### src/rtl/neuron_link_pkg.sv
`default_nettype none
// ============================================================================
// Module      : neuron_link_pkg
// Description : Shared definitions for the bit-serial NEURON link (word
//               width, bit counter width, serialiser state encoding).
//               Also used by the output collector.
// Revision    : 1.0 - initial release
// ============================================================================
package neuron_link_pkg;

    localparam int WORD_W    = 8;
    localparam int BIT_CNT_W = 3;

    typedef enum logic [0:0] {
        IDLE = 1'b0,
        SEND = 1'b1
    } feeder_state_t;

endpackage : neuron_link_pkg
`default_nettype wire

### src/rtl/byte_fifo.sv
`default_nettype none
// ============================================================================
// Module      : byte_fifo
// Description : Small synchronous FIFO of WORD_W-bit entries.
//   clk, rst   : clock, synchronous active-high reset (empties the FIFO)
//   push       : write push_data; ignored while full (no write-through)
//   pop        : drop the head entry; ignored while empty
//   head       : current head entry (valid when count != 0)
//   count      : occupancy, 0..DEPTH
//   full       : count == DEPTH
// Revision    : 1.0 - initial release
// ============================================================================
module byte_fifo
    import neuron_link_pkg::*;
#(
    parameter int DEPTH = 4,
    parameter int CNT_W = $clog2(DEPTH) + 1
) (
    input  logic              clk,
    input  logic              rst,
    input  logic              push,
    input  logic [WORD_W-1:0] push_data,
    input  logic              pop,
    output logic [WORD_W-1:0] head,
    output logic [CNT_W-1:0]  count,
    output logic              full
);

    localparam int PTR_W = $clog2(DEPTH);

    logic [WORD_W-1:0] mem_q [DEPTH];
    logic [PTR_W-1:0]  wr_ptr_q, wr_ptr_d;
    logic [PTR_W-1:0]  rd_ptr_q, rd_ptr_d;
    logic [CNT_W-1:0]  count_q, count_d;
    logic              do_push;
    logic              do_pop;

    assign full    = (count_q == CNT_W'(DEPTH));
    assign do_push = push && !full;
    assign do_pop  = pop && (count_q != '0);
    assign head    = mem_q[rd_ptr_q];
    assign count   = count_q;

    // DEPTH is a power of two, so pointers wrap by plain overflow.
    always_comb begin
        wr_ptr_d = wr_ptr_q;
        rd_ptr_d = rd_ptr_q;
        count_d  = count_q;
        if (do_push) begin
            wr_ptr_d = wr_ptr_q + PTR_W'(1);
        end
        if (do_pop) begin
            rd_ptr_d = rd_ptr_q + PTR_W'(1);
        end
        case ({do_push, do_pop})
            2'b10:   count_d = count_q + CNT_W'(1);
            2'b01:   count_d = count_q - CNT_W'(1);
            default: count_d = count_q;
        endcase
    end

    always_ff @(posedge clk) begin
        if (rst) begin
            wr_ptr_q <= '0;
            rd_ptr_q <= '0;
            count_q  <= '0;
        end else begin
            wr_ptr_q <= wr_ptr_d;
            rd_ptr_q <= rd_ptr_d;
            count_q  <= count_d;
        end
    end

    // Storage needs no reset: entries are only read once written.
    always_ff @(posedge clk) begin
        if (do_push) begin
            mem_q[wr_ptr_q] <= push_data;
        end
    end

endmodule : byte_fifo
`default_nettype wire

### src/rtl/neuron_feeder.sv
`default_nettype none
// ============================================================================
// Module      : neuron_feeder
// Description : Buffers signed 8-bit activations and serialises them LSB
//               first onto a REQ/ACK/DATA bit-serial link.
//   CLK, RST           : clock, synchronous active-high reset
//   IN_VALID/IN_READY  : parallel producer handshake, IN_DATA = activation
//   OUT_REQ            : sink ready for a word
//   OUT_ACK            : one-cycle pulse that accompanies bit 0
//   OUT_DATA           : serial data bit
//   COUNT              : FIFO occupancy (excludes the word being shifted)
//   BUSY               : high for the 8 cycles a word is on the link
// Revision    : 1.0 - initial release
// ============================================================================
module neuron_feeder
    import neuron_link_pkg::*;
#(
    parameter int DEPTH = 4,
    parameter int CNT_W = $clog2(DEPTH) + 1
) (
    input  logic              CLK,
    input  logic              RST,
    input  logic              IN_VALID,
    output logic              IN_READY,
    input  logic [WORD_W-1:0] IN_DATA,
    input  logic              OUT_REQ,
    output logic              OUT_ACK,
    output logic              OUT_DATA,
    output logic [CNT_W-1:0]  COUNT,
    output logic              BUSY
);

    feeder_state_t        state_q, state_d;
    logic [WORD_W-1:0]    shift_q, shift_d;
    logic [BIT_CNT_W-1:0] bitcnt_q, bitcnt_d;
    logic                 armed_q, armed_d;
    logic                 ack_q, ack_d;
    logic                 data_q, data_d;
    logic                 busy_q, busy_d;

    logic [WORD_W-1:0]    fifo_head;
    logic [CNT_W-1:0]     fifo_count;
    logic                 fifo_full;
    logic                 start;

    byte_fifo #(
        .DEPTH (DEPTH),
        .CNT_W (CNT_W)
    ) u_fifo (
        .clk       (CLK),
        .rst       (RST),
        .push      (IN_VALID),
        .push_data (IN_DATA),
        .pop       (start),
        .head      (fifo_head),
        .count     (fifo_count),
        .full      (fifo_full)
    );

    assign IN_READY = !fifo_full;
    assign COUNT    = fifo_count;
    assign OUT_ACK  = ack_q;
    assign OUT_DATA = data_q;
    assign BUSY     = busy_q;

    // The sink keeps REQ high until one cycle after it sees ACK, so a word
    // may only start once REQ has been observed low since the last start.
    assign start = (state_q == IDLE) && OUT_REQ && armed_q && (fifo_count != '0);

    always_comb begin
        state_d  = state_q;
        shift_d  = shift_q;
        bitcnt_d = bitcnt_q;
        armed_d  = armed_q;
        ack_d    = 1'b0;
        data_d   = 1'b0;
        busy_d   = busy_q;
        case (state_q)
            IDLE: begin
                busy_d = 1'b0;
                if (start) begin
                    shift_d  = fifo_head;
                    ack_d    = 1'b1;
                    data_d   = fifo_head[0];
                    bitcnt_d = BIT_CNT_W'(1);
                    busy_d   = 1'b1;
                    armed_d  = 1'b0;
                    state_d  = SEND;
                end
            end
            SEND: begin
                // bitcnt wraps to 0 after bit 7 went out: that edge closes
                // the word and returns to IDLE with the link quiet.
                if (bitcnt_q == '0) begin
                    busy_d  = 1'b0;
                    state_d = IDLE;
                end else begin
                    data_d   = shift_q[bitcnt_q];
                    bitcnt_d = bitcnt_q + BIT_CNT_W'(1);
                end
            end
            default: begin
                state_d = IDLE;
                busy_d  = 1'b0;
            end
        endcase
        if (!OUT_REQ) begin
            armed_d = 1'b1;
        end
    end

    always_ff @(posedge CLK) begin
        if (RST) begin
            state_q  <= IDLE;
            shift_q  <= '0;
            bitcnt_q <= '0;
            armed_q  <= 1'b1;
            ack_q    <= 1'b0;
            data_q   <= 1'b0;
            busy_q   <= 1'b0;
        end else begin
            state_q  <= state_d;
            shift_q  <= shift_d;
            bitcnt_q <= bitcnt_d;
            armed_q  <= armed_d;
            ack_q    <= ack_d;
            data_q   <= data_d;
            busy_q   <= busy_d;
        end
    end

endmodule : neuron_feeder
`default_nettype wire

### config.mk
export PLATFORM = sky130hd
export DESIGN_NAME = neuron_feeder
export DESIGN_NICKNAME = d
export VERILOG_FILES = /design/src/rtl/neuron_link_pkg.sv /design/src/rtl/byte_fifo.sv /design/src/rtl/neuron_feeder.sv
export SDC_FILE = /design/constraint.sdc
export NUM_CORES = 1
export LEC_CHECK = 0
export BUFFER_PORTS_ARGS = -buffer_cell sky130_fd_sc_hd__buf_2
export CORE_MARGIN = 2
export CORE_UTILIZATION = 36
export CTS_BUF_LIST = sky130_fd_sc_hd__clkbuf_8 sky130_fd_sc_hd__clkbuf_16
export DETAILED_ROUTE_END_ITERATION = 8
export PLACE_DENSITY_LB_ADDON = 0.3
export SYNTH_ARGS = -nofsm -noshare
export SYNTH_HDL_FRONTEND = slang
export SYNTH_SLANG_ARGS = --single-unit
### constraint.sdc
create_clock -name CLK -period 2.1 [get_ports CLK]
set_input_delay 0.21 -clock CLK [delete_from_list [all_inputs] [get_ports CLK]]
set_output_delay 0.21 -clock CLK [all_outputs]
set_load 0.01 [all_outputs]
==> results.toml <==
[synthesis]
synth-seq-area-share_pct = 64.6
avgSynthCellArea_um2 = 13.5
syn_inst = 167
yosys_warnings = 0
syn_area_um2 = 2260
synth_edf_count = 32
synthFlopType = "edfxtp_1"
synth_nets = 187
ys_ff_latch = 57
synth.distinct_cells = 33
synthArstFlopShare_pct = 0

[critical_path]
worst-r2r-setup-slack_ns = 0.003
endpoint = "u_fifo.count[2]"
worstPathRequired_ns = 2.37
r2r_end = "u_fifo.count[2]"
crit_arrival_ns = 2.36
rr_worst_depth = 9
crit_start = "u_fifo.count[2]"
crit_fanout = 5
endpoint_kind = "flip-flop"
r2r-start = "u_fifo.count[2]"
crit_path_start_kind = "flip-flop"
critPathKind = "reg -> reg"

[job]
max_cap_violations = 0

[clocking]
h-tree-depth = 3
cts_root_buf = "clkbuf_8"
clock_latency_ns = 0.33
path_clk_slew_ns = 0.07
clock-sinks = 57
cts_max_path_buffers = 2
cts_tree = "yes"
cts_made_buffers = 9
cts-hold-fix-buffers = 0

[final_layout]
syn_to_final_growth_pct = 19.0
drive_above_1_share_pct = 32.0
register_area_um2 = 1470
layout_common_cells = "edfxtp_1, dfxtp_1, nand2_1"
fillers = 551
final_common_cell = "edfxtp_1"
multi_input_area_um2 = 753
final_nets = 221
antenna-diode-count = 0
design_area_um2 = 2690

[die]
die-area_um2 = 6930
ioPinCount = 19
die_width_um = 83.3
die_h_um = 83.3
core_um2 = 5990
num_rows = 28
start_util_pct = 37.7

[timing]
slew_headroom_pct = 69.3
rsz0062_at_grt = "true"
final_max_slew_viol_count = 0
period_share_pct = 99.8
tightest_slew_ns = 0.461
setup_viol = 0
setup_ws_ns = 0.00348
tns_ns = 0
hold_viol_final = 0
period_needed_ns = 2.10
clock.fmax_ghz = 0.477
finalClockSkew_ns = 0.00782

[routing]
top_layer = "met4"
wl_met3_um = 157
wl_met2_um = 1780
wl_met1_um = 1880
antenna_left = 0
drt-wirelength-per-cell_um = 13.7
routed_wl_um = 3860
drtPass1Iterations = 4
post-route-drc-count = 0
vias = 1321
drtIter0Drc = 60
vias_per_cell = 4.70

[power_and_ir_drop]
ir_drop_v = 0.000497
power.density_nw_per_um2 = 1200
p_leak_uw = 0.000999

[placed_design]
finalWeightedCongestion = 0.702
pre_cts_ws_ns = -0.0305
place_area_um2 = 2490
hpwl_um = 2510
io_buffer_count = 18

[min_path]
whs_path_depth = 2
hold_class = "in -> reg"

[grt]
grt.total_usage_pct = 12.6
grt_pass1_wl_um = 6720
antenna_found_initial = 0
grt_max_degree = 25
grt_pass1_vias = 1362
grt_overflow_total = 0

[run_status]
outcome = "completed"
## report_power, final
| group | internal [uW] | total, uW | switching [uW] |
|---|---|---|---|
| Clock | 405 | 812 | 407 |
| Combinational | 463 | 930 | 467 |
| Sequential | 1390 | 1480 | 96.8 |
| Total | 2250 | 3220 | 971 |
## worst min path at each step
stage                       endpoint  slack, ns     from
final                        armed_q       0.08  OUT_REQ
after global routing         armed_q       0.07  OUT_REQ
after detailed placement     armed_q       0.42  OUT_REQ
after floorplan           shift_q[5]       0.28      RST
after global placement       armed_q       0.42  OUT_REQ
after CTS                    armed_q       0.06  OUT_REQ
## worst max-delay path: stages, from the launching register on
cell and delay, ns:
dfxtp_2 0.35, or3b_4 0.38, and2_4 0.16, inv_4 0.06, ha_4 0.13, inv_2 0.03, fa_2 0.32, xor2_1 0.17
or3_1 0.32, a21oi_2 0.11
## synthesized netlist by cell type (2+ instances only)
library cell,number,area share [%]
buf_2,2,0.44
dfxtp_1,25,22
nand2_1,21,3.5
nor3_1,2,0.44
o21ai_0,3,0.66
clkbuf_1,3,0.50
mux4_2,9,9.0
nand3_1,2,0.44
inv_1,10,1.7
edfxtp_1,32,43
and3_1,4,1.1
xnor2_1,4,1.5
xor2_1,2,0.77
a21oi_1,15,3.3
ha_1,7,3.9
nor2_1,9,1.5
## kinds of logic (layout without fill, tap and decap cells)
kind of cell    after synthesis  in the layout  share of synthesized area (%)
mux                          11             11                           9.91
compound gates               23             23                           5.76
buf+inv                      17             56                           3.10
fa+ha+maj                     8              8                           4.76
flops                        57             57                           64.6
xor+xnor                      6              6                           2.32
simple gates                 45             45                           9.52
## timing repair
action,4_1_cts,5_1_grt
hold endpoints to repair,0,0
pin swaps,5,1
setup endpoints to repair,1,1
buffers inserted,5,0
resized for setup,1,1
## stage by stage
stage | hold WS (ns) | util, % | std cells | total power, uW
after CTS | 0.0581 | 44.9 | 281 | 3270
after global routing | 0.0723 | 44.9 | 281 | 3440
final | 0.0771 | 44.9 | 281 | 3220
after detailed placement | 0.418 | 41.6 | 260 | 2400
after global placement | 0.418 | 41.6 | 260 | 2380
after floorplan | 0.279 | - | 167 | 2150
## routing by layer
layer / track usage (%) / vias to the layer above
met4: 5.81 / 0
li1: - / 666
met2: 19.7 / 25
met5: 0 / -
met3: 4.67 / 6
met1: 15.5 / 624
## state kept, by name, indices dropped and copies added, names as in the netlist, 2 cells and up, named ones only
register,cells
u_fifo.count,3
bitcnt_q,3
shift_q,8
u_fifo.mem_q,32
u_fifo.rd_ptr_q,2
u_fifo.wr_ptr_q,2
## area by class of cell
cell class                      count  share of cell area (%)
Inverter                           11                    1.72
Clock buffer                        9                    4.60
Tap cell                           75                    3.49
Multi-Input combinational cell     93                    28.0
Sequential cell                    57                    54.6
Timing Repair Buffer               29                    6.42
Clock inverter                      7                    1.16
Note: power is estimated with default switching activity, not from simulation.
